===== config.mk =====
export PLATFORM = sky130hd
export DESIGN_NAME = serial_adder_flat
export DESIGN_NICKNAME = d
export VERILOG_FILES = /design/src/rtl/serial_adder_pkg.sv /design/src/rtl/serial_adder_if.sv /design/src/rtl/serial_adder_full_adder_nand.sv /design/src/rtl/serial_adder.sv /design/src/flat_wrapper.sv
export SDC_FILE = /design/constraint.sdc
export NUM_CORES = 1
export LEC_CHECK = 0
export BUFFER_PORTS_ARGS = -buffer_cell sky130_fd_sc_hd__buf_4
export CORE_ASPECT_RATIO = 0.9
export CORE_MARGIN = 1
export CORE_UTILIZATION = 30
export CTS_CLUSTER_SIZE = 24
export DETAILED_ROUTE_END_ITERATION = 12
export HOLD_SLACK_MARGIN = 0.02
export PLACE_DENSITY = 0.52
export SETUP_SLACK_MARGIN = 0.1
export SLEW_MARGIN = 20
export SYNTH_ARGS = -nofsm -noshare
export SYNTH_HDL_FRONTEND = slang
export SYNTH_SLANG_ARGS = --single-unit

===== constraint.sdc =====
create_clock -name clk -period 1.8 [get_ports clk]
set_input_delay 0.09 -clock clk [delete_from_list [all_inputs] [get_ports clk]]
set_output_delay 0.09 -clock clk [all_outputs]
set_load 0.05 [all_outputs]

===== src/rtl/serial_adder_pkg.sv =====
// Shared types and limits for the bit-serial adder.
// Optional subtract support is enabled by SERIAL_ADDER_SUB_EN.
package serial_adder_pkg;

    localparam int WIDTH_MIN = 2;
    localparam int WIDTH_MAX = 64;

    typedef enum logic [1:0] {
        IDLE = 2'd0,
        RUN  = 2'd1,
        DONE = 2'd2
    } state_t;

    function automatic int cnt_bits(input int width);
        return (width > 1) ? $clog2(width) : 1;
    endfunction

endpackage


===== src/rtl/serial_adder_if.sv =====
// Operand/result handshake bundle for serial_adder.
// The sub signal exists only when SERIAL_ADDER_SUB_EN is defined.
interface serial_adder_if #(
    parameter int WIDTH = 16
);
    logic             start_valid;
    logic             start_ready;
    logic [WIDTH-1:0] a;
    logic [WIDTH-1:0] b;
`ifdef SERIAL_ADDER_SUB_EN
    logic             sub;
`endif
    logic             done_valid;
    logic             done_ready;
    logic [WIDTH-1:0] sum;
    logic             carry_out;
    logic             overflow;

`ifdef SERIAL_ADDER_SUB_EN
    modport master (
        output start_valid, a, b, sub, done_ready,
        input  start_ready, done_valid, sum, carry_out, overflow
    );
    modport slave (
        input  start_valid, a, b, sub, done_ready,
        output start_ready, done_valid, sum, carry_out, overflow
    );
`else
    modport master (
        output start_valid, a, b, done_ready,
        input  start_ready, done_valid, sum, carry_out, overflow
    );
    modport slave (
        input  start_valid, a, b, done_ready,
        output start_ready, done_valid, sum, carry_out, overflow
    );
`endif

endinterface


===== src/rtl/serial_adder_full_adder_nand.sv =====
// NAND-level full adder: sum through two gate-level XORs,
// carry through a NAND-NAND (sum-of-products) pair.

// Four-NAND exclusive-or cell.
module xor_nand (
    input  logic a,
    input  logic b,
    output logic y
);
    logic n0;
    logic n1;
    logic n2;

    assign n0 = ~(a & b);
    assign n1 = ~(a & n0);
    assign n2 = ~(b & n0);
    assign y  = ~(n1 & n2);
endmodule

module full_adder_nand (
    input  logic a,
    input  logic b,
    input  logic cin,
    output logic s,
    output logic cout
);
    logic p;
    logic g_n;
    logic t_n;

    xor_nand u_x0 (.a(a), .b(b),   .y(p));
    xor_nand u_x1 (.a(p), .b(cin), .y(s));

    // cout = a&b | p&cin, expressed as NAND of NANDs
    assign g_n  = ~(a & b);
    assign t_n  = ~(p & cin);
    assign cout = ~(g_n & t_n);
endmodule


===== src/rtl/serial_adder.sv =====
// Bit-serial two's-complement adder, one bit per clock, LSB first.
// Define SERIAL_ADDER_SUB_EN to add the sub port (a - b).
module serial_adder
    import serial_adder_pkg::*;
#(
    parameter int WIDTH = 16
) (
    input  logic           clk,
    input  logic           rst_n,
    serial_adder_if.slave  bus
);
    localparam int CNT_W = cnt_bits(WIDTH);

    if (WIDTH < WIDTH_MIN || WIDTH > WIDTH_MAX) begin : g_bad_width
        $error("serial_adder: WIDTH out of range");
    end

    state_t           state;
    state_t           state_nxt;
    logic             load;
    logic             shift;
    logic             last;
    logic             sub_in;

    logic [WIDTH-1:0] a_sh;
    logic [WIDTH-1:0] b_sh;
    logic [WIDTH-1:1] sum_sh;
    logic [WIDTH-1:0] sum_nxt;
    logic [CNT_W-1:0] cnt;
    logic             carry;

    logic [WIDTH-1:0] sum_q;
    logic             cout_q;
    logic             ovf_q;

    logic             fa_s;
    logic             fa_cout;

`ifdef SERIAL_ADDER_SUB_EN
    assign sub_in = bus.sub;
`else
    assign sub_in = 1'b0;
`endif

    full_adder_nand u_fa (
        .a    (a_sh[0]),
        .b    (b_sh[0]),
        .cin  (carry),
        .s    (fa_s),
        .cout (fa_cout)
    );

    assign last    = (cnt == CNT_W'(WIDTH - 1));
    assign sum_nxt = {fa_s, sum_sh};

    // State register
    always_ff @(posedge clk or negedge rst_n) begin
        if (!rst_n) begin
            state <= IDLE;
        end else begin
            state <= state_nxt;
        end
    end

    // Next-state and datapath enables
    always_comb begin
        state_nxt = state;
        load      = 1'b0;
        shift     = 1'b0;
        unique case (state)
            IDLE: begin
                if (bus.start_valid) begin
                    load      = 1'b1;
                    state_nxt = RUN;
                end
            end
            RUN: begin
                shift = 1'b1;
                if (last) begin
                    state_nxt = DONE;
                end
            end
            DONE: begin
                if (bus.done_ready) begin
                    state_nxt = IDLE;
                end
            end
            default: state_nxt = IDLE;
        endcase
    end

    // Operand shifters, carry and bit counter
    always_ff @(posedge clk or negedge rst_n) begin
        if (!rst_n) begin
            a_sh   <= '0;
            b_sh   <= '0;
            sum_sh <= '0;
            cnt    <= '0;
            carry  <= 1'b0;
        end else if (load) begin
            a_sh  <= bus.a;
            b_sh  <= sub_in ? ~bus.b : bus.b;
            carry <= sub_in;
            cnt   <= '0;
        end else if (shift) begin
            a_sh   <= {1'b0, a_sh[WIDTH-1:1]};
            b_sh   <= {1'b0, b_sh[WIDTH-1:1]};
            sum_sh <= sum_nxt[WIDTH-1:1];
            carry  <= fa_cout;
            cnt    <= cnt + CNT_W'(1);
        end
    end

    // Result registers, updated only when the last bit completes
    always_ff @(posedge clk or negedge rst_n) begin
        if (!rst_n) begin
            sum_q  <= '0;
            cout_q <= 1'b0;
            ovf_q  <= 1'b0;
        end else if (shift && last) begin
            sum_q  <= sum_nxt;
            cout_q <= fa_cout;
            ovf_q  <= carry ^ fa_cout;
        end
    end

    assign bus.start_ready = (state == IDLE);
    assign bus.done_valid  = (state == DONE);
    assign bus.sum         = sum_q;
    assign bus.carry_out   = cout_q;
    assign bus.overflow    = ovf_q;

endmodule


===== src/flat_wrapper.sv =====
// flat-port wrapper written by rule: the top's interface ports become plain ports
module serial_adder_flat import serial_adder_pkg::*;
#(
    parameter int WIDTH = 16
)
  (clk, rst_n, bus_start_valid, bus_a, bus_b, bus_done_ready, bus_start_ready, bus_done_valid, bus_sum, bus_carry_out, bus_overflow);
  serial_adder_if #(.WIDTH(WIDTH)) bus_i ();
  input  logic clk;
  input  logic rst_n;
  input wire logic [$bits(bus_i.start_valid)-1:0] bus_start_valid;
  input wire logic [$bits(bus_i.a)-1:0] bus_a;
  input wire logic [$bits(bus_i.b)-1:0] bus_b;
  input wire logic [$bits(bus_i.done_ready)-1:0] bus_done_ready;
  output wire logic [$bits(bus_i.start_ready)-1:0] bus_start_ready;
  output wire logic [$bits(bus_i.done_valid)-1:0] bus_done_valid;
  output wire logic [$bits(bus_i.sum)-1:0] bus_sum;
  output wire logic [$bits(bus_i.carry_out)-1:0] bus_carry_out;
  output wire logic [$bits(bus_i.overflow)-1:0] bus_overflow;
  assign bus_i.start_valid = bus_start_valid;
  assign bus_i.a = bus_a;
  assign bus_i.b = bus_b;
  assign bus_i.done_ready = bus_done_ready;
  assign bus_start_ready = bus_i.start_ready;
  assign bus_done_valid = bus_i.done_valid;
  assign bus_sum = bus_i.sum;
  assign bus_carry_out = bus_i.carry_out;
  assign bus_overflow = bus_i.overflow;
  serial_adder #(.WIDTH(WIDTH)) u_core (.clk(clk), .rst_n(rst_n), .bus(bus_i));
endmodule

# Word-level counts from Yosys, hierarchy flattened
# Cells that the tools add are included.
# totals
register_bits	72
input_bits	36
wordCells	56
# classes
addsub	1
n_eq_ne	6
muxes	15
n_bitwise	20
n_reduce_logical	5
# ops
operator	count
$mux 16	4
$not 1->1	10
$and 1x1->1	9
$mux 4	2
$mux 2	3
$pmux 2 s3	1
$mux 1	5
$add 4x1->4 const B	1
$eq 4x4->1 const B	1
$ne 2x2->1 const B	2
$reduce_and 3->1	1
$eq 2x1->1 const B	1
$eq 2x2->1 const B	1
$logic_not 2->1	1
$ne 2x1->1 const B	1
$reduce_and 2->1	1
$reduce_bool 2->1	1
$logic_and 1x1->1	1
$xor 1x1->1	1

# Depth between registers and ports, before layout
# Gate-level depths: netlist of run 1.
# depth
word_depth	12
mapped_depth	6
ltp_nobuf	4

# Modules after synthesis
# From an unflattened synthesis of run 1, not the netlist that was laid out.
# unflattened
hier_cells	278
hier_area_um2	2997.9
# by_module_without_submodules
module	n_inst	cells_per_inst	area_each_um2
serial_adder	1	275	2971.6
xor_nand	2	1	8.8
full_adder_nand	1	1	8.8

# Least setup slack after synthesis of run 1
# No wires, ideal clock.
# synth_timing
kind	register -> register
from	register u_core.cnt[0]
to	register u_core.sum_q[10], in the netlist u_core.bus.sum[10]
setup_time_ps	125
arrival_time_ps	1435
path_slack_ps	240
stages_incl_launch_ff	7
n_path_buf	2
synth_period_minus_slack_ps	1560
path_cell_list	dfrtp_1 -> ha_1 -> nand3_1 -> or2_1 -> buf_6 -> buf_6 -> mux2_4
# synth_between
elab_chain_len	2
# synth_rtl
element	line_no	source
start: declaration	serial_adder.sv:29	logic [CNT_W-1:0] cnt;
start signal: assignment	serial_adder.sv:110	cnt <= cnt + CNT_W'(1);
$eq 4x4->1	serial_adder.sv:53	assign last = (cnt == CNT_W'(WIDTH - 1));
$logic_and 1x1->1	serial_adder.sv:120	end else if (shift && last) begin
end signal: assignment	serial_adder.sv:121	sum_q <= sum_nxt;
end: declaration	serial_adder.sv:32	logic [WIDTH-1:0] sum_q;
# Every way passes these cells.
# A chain may end at the register's enable or synchronous reset.

# Worst setup path after layout of run 1
# layout_timing
from	register u_core.cnt[0]
to	register u_core.sum_q[12], in the netlist u_core.bus.sum[12]
# Same word-level chain as after synthesis.

==> key figures, run 1 <==
Run status
  • Status: complete, no violations

Clock tree
  • Inserted Clock Buffers: 9
  • H-tree depth: 3
  • Clk sink count: 72
  • Longest Clk Path Bufs: 2
  • Clk_lat worst skew: 0.34 ns
  • Reg clk slew, reported paths: 0.07 ns
  • CTS tree: done
  • Clock Tree Root: clkbuf_8
  • Setup Fix Bufs, Post-CTS: 0

Synth
  • Count of cell types in the netlist: 23
  • Synthesized area per cell: 10.47 µm²
  • Sequential share of the synthesized area: 61.04%
  • Mapped Nets: 320
  • Synth Cell Area: 0.002952 mm²
  • Yosys warns: 0
  • Yosys reg bits: 72
  • Cells after Synth: 282

Floorplanning
  • Initial Util: 31.63%
  • # rows: 33
  • Top Ports: 56
  • Die ar.: 0.01024 mm²
  • Die height: 96.10 µm
  • Die W: 106.6 µm
  • Core Region: 0.009331 mm²

Setup path
  • Crit end category: flop
  • CP cell instances: ha_2 -> nand3_2 -> or2_1 -> buf_4 -> mux2_4
  • CP startpoint kind: flop
  • Worst path arrival time: 1.78 ns
  • CP required: 2.02 ns
  • CP max stage cell: dfrtp_1
  • CP Max Fanout: 14
  • Max incr delay on CP: 0.39 ns
  • WS Path Type: flop to flop

Final layout
  • Multi-input gate area: 0.001071 mm²
  • Nets: 412
  • Diode count: 0
  • Area grow syn2layout: 39.13%
  • Commonest cells after routing, fill and taps aside: nand2_1 (112), dfrtp_1 (72), buf_4 (62)
  • Design area: 0.004106 mm²
  • Layout filler cell count: 905
  • Commonest non-fill, non-tap cell in the layout: nand2_1
  • Layout cell share with drive strength beyond 1: 26.39%
  • Layout Utilization: 44.01%
  • FF/Latch Area: 0.001802 mm²

Timing
  • Final min period: 1.565 ns
  • Final Hold Fails: 0
  • Post-Route Setup TNS: 0 ns
  • Clock skew: 0.009182 ns
  • Final setup fails: 0
  • Max Clk Rate: 639.1 MHz
  • Unrepaired setup endpoints after global routing: false
  • Worst-Margin Slew: 0.6016 ns
  • Hold Worst Slack: 0.1167 ns
  • Max-slew violation count: 0
  • Slew Limit Headroom: 59.89%
  • Final Cycle Share: 86.93%

Place
  • Port bufs: 55
  • DP HPWL: 4020 µm
  • Routability cong.: 0.6884
  • DP Area: 0.003538 mm²

GRT
  • GRT Overall Usage: 13.54%
  • First-pass GRT wire length: 10700 µm
  • Initial antenna violation count: 0
  • Total grt overflow: 0
  • Vias in the first global route: 2275
  • Pin count of the biggest net entering global routing: 47

Power
  • Power consumption: 0.006486 W
  • VDD IR max: 785.8 µV
  • Leakage: 2.098 nW
  • Pwr dens: 1579 mW/mm²

Run
  • Max_cap viols: 0

Detailed routing
  • Drt first pass iters: 4
  • Wirelength, routed: 6272 µm
  • Via/cell ratio: 4.431
  • Number of remaining DRC errors: 0
  • Wire length per cell: 12.52 µm
  • Vias after detailed routing: 2220
  • Initial drt markers: 94
  • Antenna-violating nets left: 0

Hold path
  • Worst hold path class: primary input to flop
==> worst paths after layout <==
check	startpoint	to	slack [ns]	depth (start not counted)
max in group asynchronous	rst_n	u_core.a_sh[14]	0.93	3
min in group asynchronous	rst_n	u_core.bus.sum[10]	0.29	2
max reg2reg	u_core.cnt[0]	u_core.bus.sum[12]	0.24	5
min	bus_start_valid	u_core.cnt[0]	0.12	4
max	u_core.cnt[0]	u_core.bus.sum[12]	0.24	5
min reg2reg	u_core.a_sh[0]	u_core.a_sh[0]	0.47	2
==> per-layer routing <==
layer	track usage [%]	wire length [µm]
met1	17.48	3008
met2	22.35	2919
met3	3.927	294
met4	3.767	50
met5	0	0
==> worst max-delay path, delay by kind of cell (launching register included) <==
family	cells	cell delay, ns
flops	1	0.39
simple gates	2	0.34
mux	1	0.31
fa+ha+maj	1	0.21
buf+inv	1	0.20
==> report_power, final <==
group	switching (W)	internal (W)	total, W
Clock	0.000590	0.000811	0.00140
Combinational	0.00144	0.000965	0.00241
Sequential	0.000411	0.00227	0.00268
Total	0.00244	0.00404	0.00649
==> registers in the layout (all words and copies together) (netlist names), 2 cells and up <==
register / flops
u_core.b_sh: 16
u_core.state: 2
u_core.cnt: 4
u_core.sum_sh: 15
u_core.a_sh: 16
u_core.bus.sum: 16
==> Yosys cell counts <==
library cell | instances | share of area (%)
mux2_2 | 9 | 3.4
buf_1 | 2 | 0.25
o22ai_1 | 2 | 0.42
nor2b_1 | 1 | 0.21
nor3b_1 | 2 | 0.51
nor2_1 | 2 | 0.25
nand2b_1 | 2 | 0.42
nand2_1 | 112 | 14
xor2_1 | 2 | 0.59
o21bai_1 | 2 | 0.51
dfrtp_1 | 72 | 61
clkbuf_1 | 6 | 0.76
buf_6 | 2 | 0.76
ha_1 | 1 | 0.42
inv_1 | 4 | 0.51
fa_1 | 1 | 0.68
buf_2 | 7 | 1.2
nand3_1 | 2 | 0.34
o21ai_0 | 12 | 2.0
a21o_1 | 2 | 0.51
or2_1 | 1 | 0.21
mux2_4 | 6 | 3.1
a22oi_1 | 30 | 7.6
==> repair_timing <==
action                     in CTS  in global routing
hold endpoints to repair       78                  0
hold buffers                   34                  0
resized for setup               0                  2
setup endpoints to repair       0                 10
==> layout make-up <==
class / count / area share [%]
clock buffers: 10 / 3.352
clock inverters: 6 / 2.011
inverters: 4 / 0.3656
multi-input cells: 189 / 26.08
flip-flops and latches: 72 / 43.88
well taps: 122 / 3.717
repair buffers: 98 / 20.60
==> kinds of logic (layout without fill, tap and decap cells) <==
kind of cell               after synthesis  in the layout  share of synthesized area [%]
AOI/OAI and AO/OA                       48             48                          11.11
xor gates and xnor gates                 2              2                         0.5936
adders and majority gates                2              2                          1.102
buffers and inverters                   21            118                          3.476
DFF                                     72             72                          61.04
muxes                                   15             15                          6.486
and+or+nand+nor                        122            122                          16.19
==> stage by stage <==
step                setup slack (ns)  std cells
detailed placement            0.1630        451
finish                        0.2353        501
CTS                           0.1421        501
floorplan                     0.2402        282
global route                  0.1148        501
global placement              0.1994        451
Note: power is estimated with default switching activity, not from simulation.
==> run 2: changes to the inputs <==
==> constraint.sdc (replaced) <==
create_clock -name clk -period 1.5 [get_ports clk]
set_input_delay 0.075 -clock clk [delete_from_list [all_inputs] [get_ports clk]]
set_output_delay 0.075 -clock clk [all_outputs]
set_load 0.05 [all_outputs]
==> key figures, run 2 (same netlist as run 1, synthesis figures left out) <==
Detailed routing
  • Via/cell ratio: 4.496
  • Initial drt markers: 68
  • Antenna-violating nets left: 0
  • Wirelength, routed: 6558 µm
  • Drt first pass iters: 4
  • Number of remaining DRC errors: 0
  • Vias after detailed routing: 2311
  • Wire length per cell: 12.76 µm

Floorplanning
  • Die ar.: 0.01024 mm²
  • Die height: 96.10 µm
  • Initial Util: 31.63%
  • Core Region: 0.009331 mm²
  • Die W: 106.6 µm
  • Top Ports: 56
  • # rows: 33

GRT
  • Total grt overflow: 0
  • Vias in the first global route: 2284
  • GRT Overall Usage: 13.78%
  • Initial antenna violation count: 0
  • First-pass GRT wire length: 10860 µm
  • Pin count of the biggest net entering global routing: 24

Final layout
  • Layout cell share with drive strength beyond 1: 29.08%
  • Commonest cells after routing, fill and taps aside: nand2_1 (112), buf_4 (72), dfrtp_1 (71)
  • Diode count: 0
  • Area grow syn2layout: 41.59%
  • Nets: 425
  • Commonest non-fill, non-tap cell in the layout: nand2_1
  • Fin cells: 514

Setup path
  • CP Max Fanout: 12
  • Crit end category: flop
  • Reg2reg path depth: 5
  • CP required: 1.72 ns
  • Worst path arrival time: 1.70 ns
  • CP startpoint kind: flop
  • WS Path Type: flop to flop

Timing
  • Post-Route Setup TNS: 0 ns
  • Final Hold Fails: 0
  • Slew Limit Headroom: 61.04%
  • Max-slew violation count: 0
  • Max Clk Rate: 678.1 MHz
  • Final min period: 1.475 ns
  • Final Cycle Share: 98.32%
  • Final setup fails: 0
  • Clock skew: 0.007568 ns
  • Worst-Margin Slew: 0.5831 ns
  • Unrepaired setup endpoints after global routing: true

Clock tree
  • Clk_lat worst skew: 0.34 ns
  • Longest Clk Path Bufs: 2
  • Clk sink count: 72
  • Inserted Clock Buffers: 9
  • CTS tree: done
  • Clock Tree Root: clkbuf_8
  • Reg clk slew, reported paths: 0.07 ns
  • H-tree depth: 3

Hold path
  • Worst hold path class: primary input to flop
  • Hold Path Cell Cnt: 4

Place
  • DP HPWL: 4147 µm
  • Routability cong.: 0.6918
  • Dpl cells: 458
  • Port bufs: 55

Power
  • Pwr dens: 1829 mW/mm²
  • VDD IR max: 893.4 µV
  • Leakage: 2.147 nW

Run status
  • Status: complete, no violations

Run
  • Max_cap viols: 0
[run 2: cell types whose count changed in the layout (fill, tap and decap cells not counted), moves of 2 or more]
cell	delta
o21ai_0	-3
o21ai_1	+3
nand2b_4	+2
buf_6	+2
buf_4	+10
bufinv_16	-2
clkbuf_1	+3
nand2b_1	-2
[run 2: worst paths after layout]
kind / endpoint / startpoint / slack (ns)
worst max-delay path: u_core.bus.sum[10] / u_core.cnt[0] / 0.03
worst min-delay path: u_core.a_sh[0] / bus_start_valid / 0.07
worst max register to register: u_core.bus.sum[10] / u_core.cnt[0] / 0.03
worst min register to register: u_core.a_sh[13] / u_core.a_sh[13] / 0.48
max in group asynchronous: u_core.state[1] / rst_n / 0.81
min in group asynchronous: u_core.sum_sh[12] / rst_n / 0.14
[run 2: cell type report]
class                   count  area [µm²]
fillers                   921        5152
clock inverters             3       17.52
clock buffers              13       148.9
flip-flops and latches     72        1803
well taps                 122       152.6
repair buffers            109       923.4
inverters                   4       15.01
multi-input cells         191        1119
[run 2: timing repair]
action | CTS | global route
setup buffers | 3 | 1
hold endpoints to repair | 105 | 0
setup endpoints to repair | 57 | 52
resized for setup | 2 | 9
hold buffers | 34 | 0
gates cloned | 1 | 1
pin swaps | 0 | 2
[run 2: critical path: stages (launching register included)]
cell	delay, ns
dfrtp_1	0.37
ha_2	0.21
nand3_4	0.08
or2_4	0.26
buf_12	0.15
mux2_4	0.29
[run 2: per-layer routing]
metal,vias up,part of all wire (%),track usage (%)
met1,1095,47,17.78
li1,1151,-,-
met2,56,47,22.78
met5,-,0,0
met4,0,1.0,4.452
met3,9,4.5,3.588
[run 2: where the power goes]
part | switching, W | internal (W) | leakage [nW]
sequential | 0.000472 | 0.00272 | 0.938
clock | 0.000706 | 0.000643 | 0.0834
combinational | 0.00182 | 0.00128 | 1.13
total | 0.00300 | 0.00464 | 2.15
[run 2: stage by stage]
| step | total power (W) | setup WS [ns] | hold WS [ns] | util [%] | cell area [µm²] |
|---|---|---|---|---|---|
| floorplan | 0.005193 | -0.02496 | -0.2206 | - | 2963 |
| global route | 0.008215 | -0.003996 | 0.07521 | 44.78 | 4179 |
| CTS | 0.007654 | 0.03123 | 0.05547 | 44.26 | 4130 |
| finish | 0.007642 | 0.02519 | 0.06772 | 44.78 | 4179 |
| global placement | 0.006057 | -0.1022 | -0.03818 | 38.43 | 3586 |
| detailed placement | 0.006145 | -0.1435 | -0.03897 | 38.43 | 3586 |
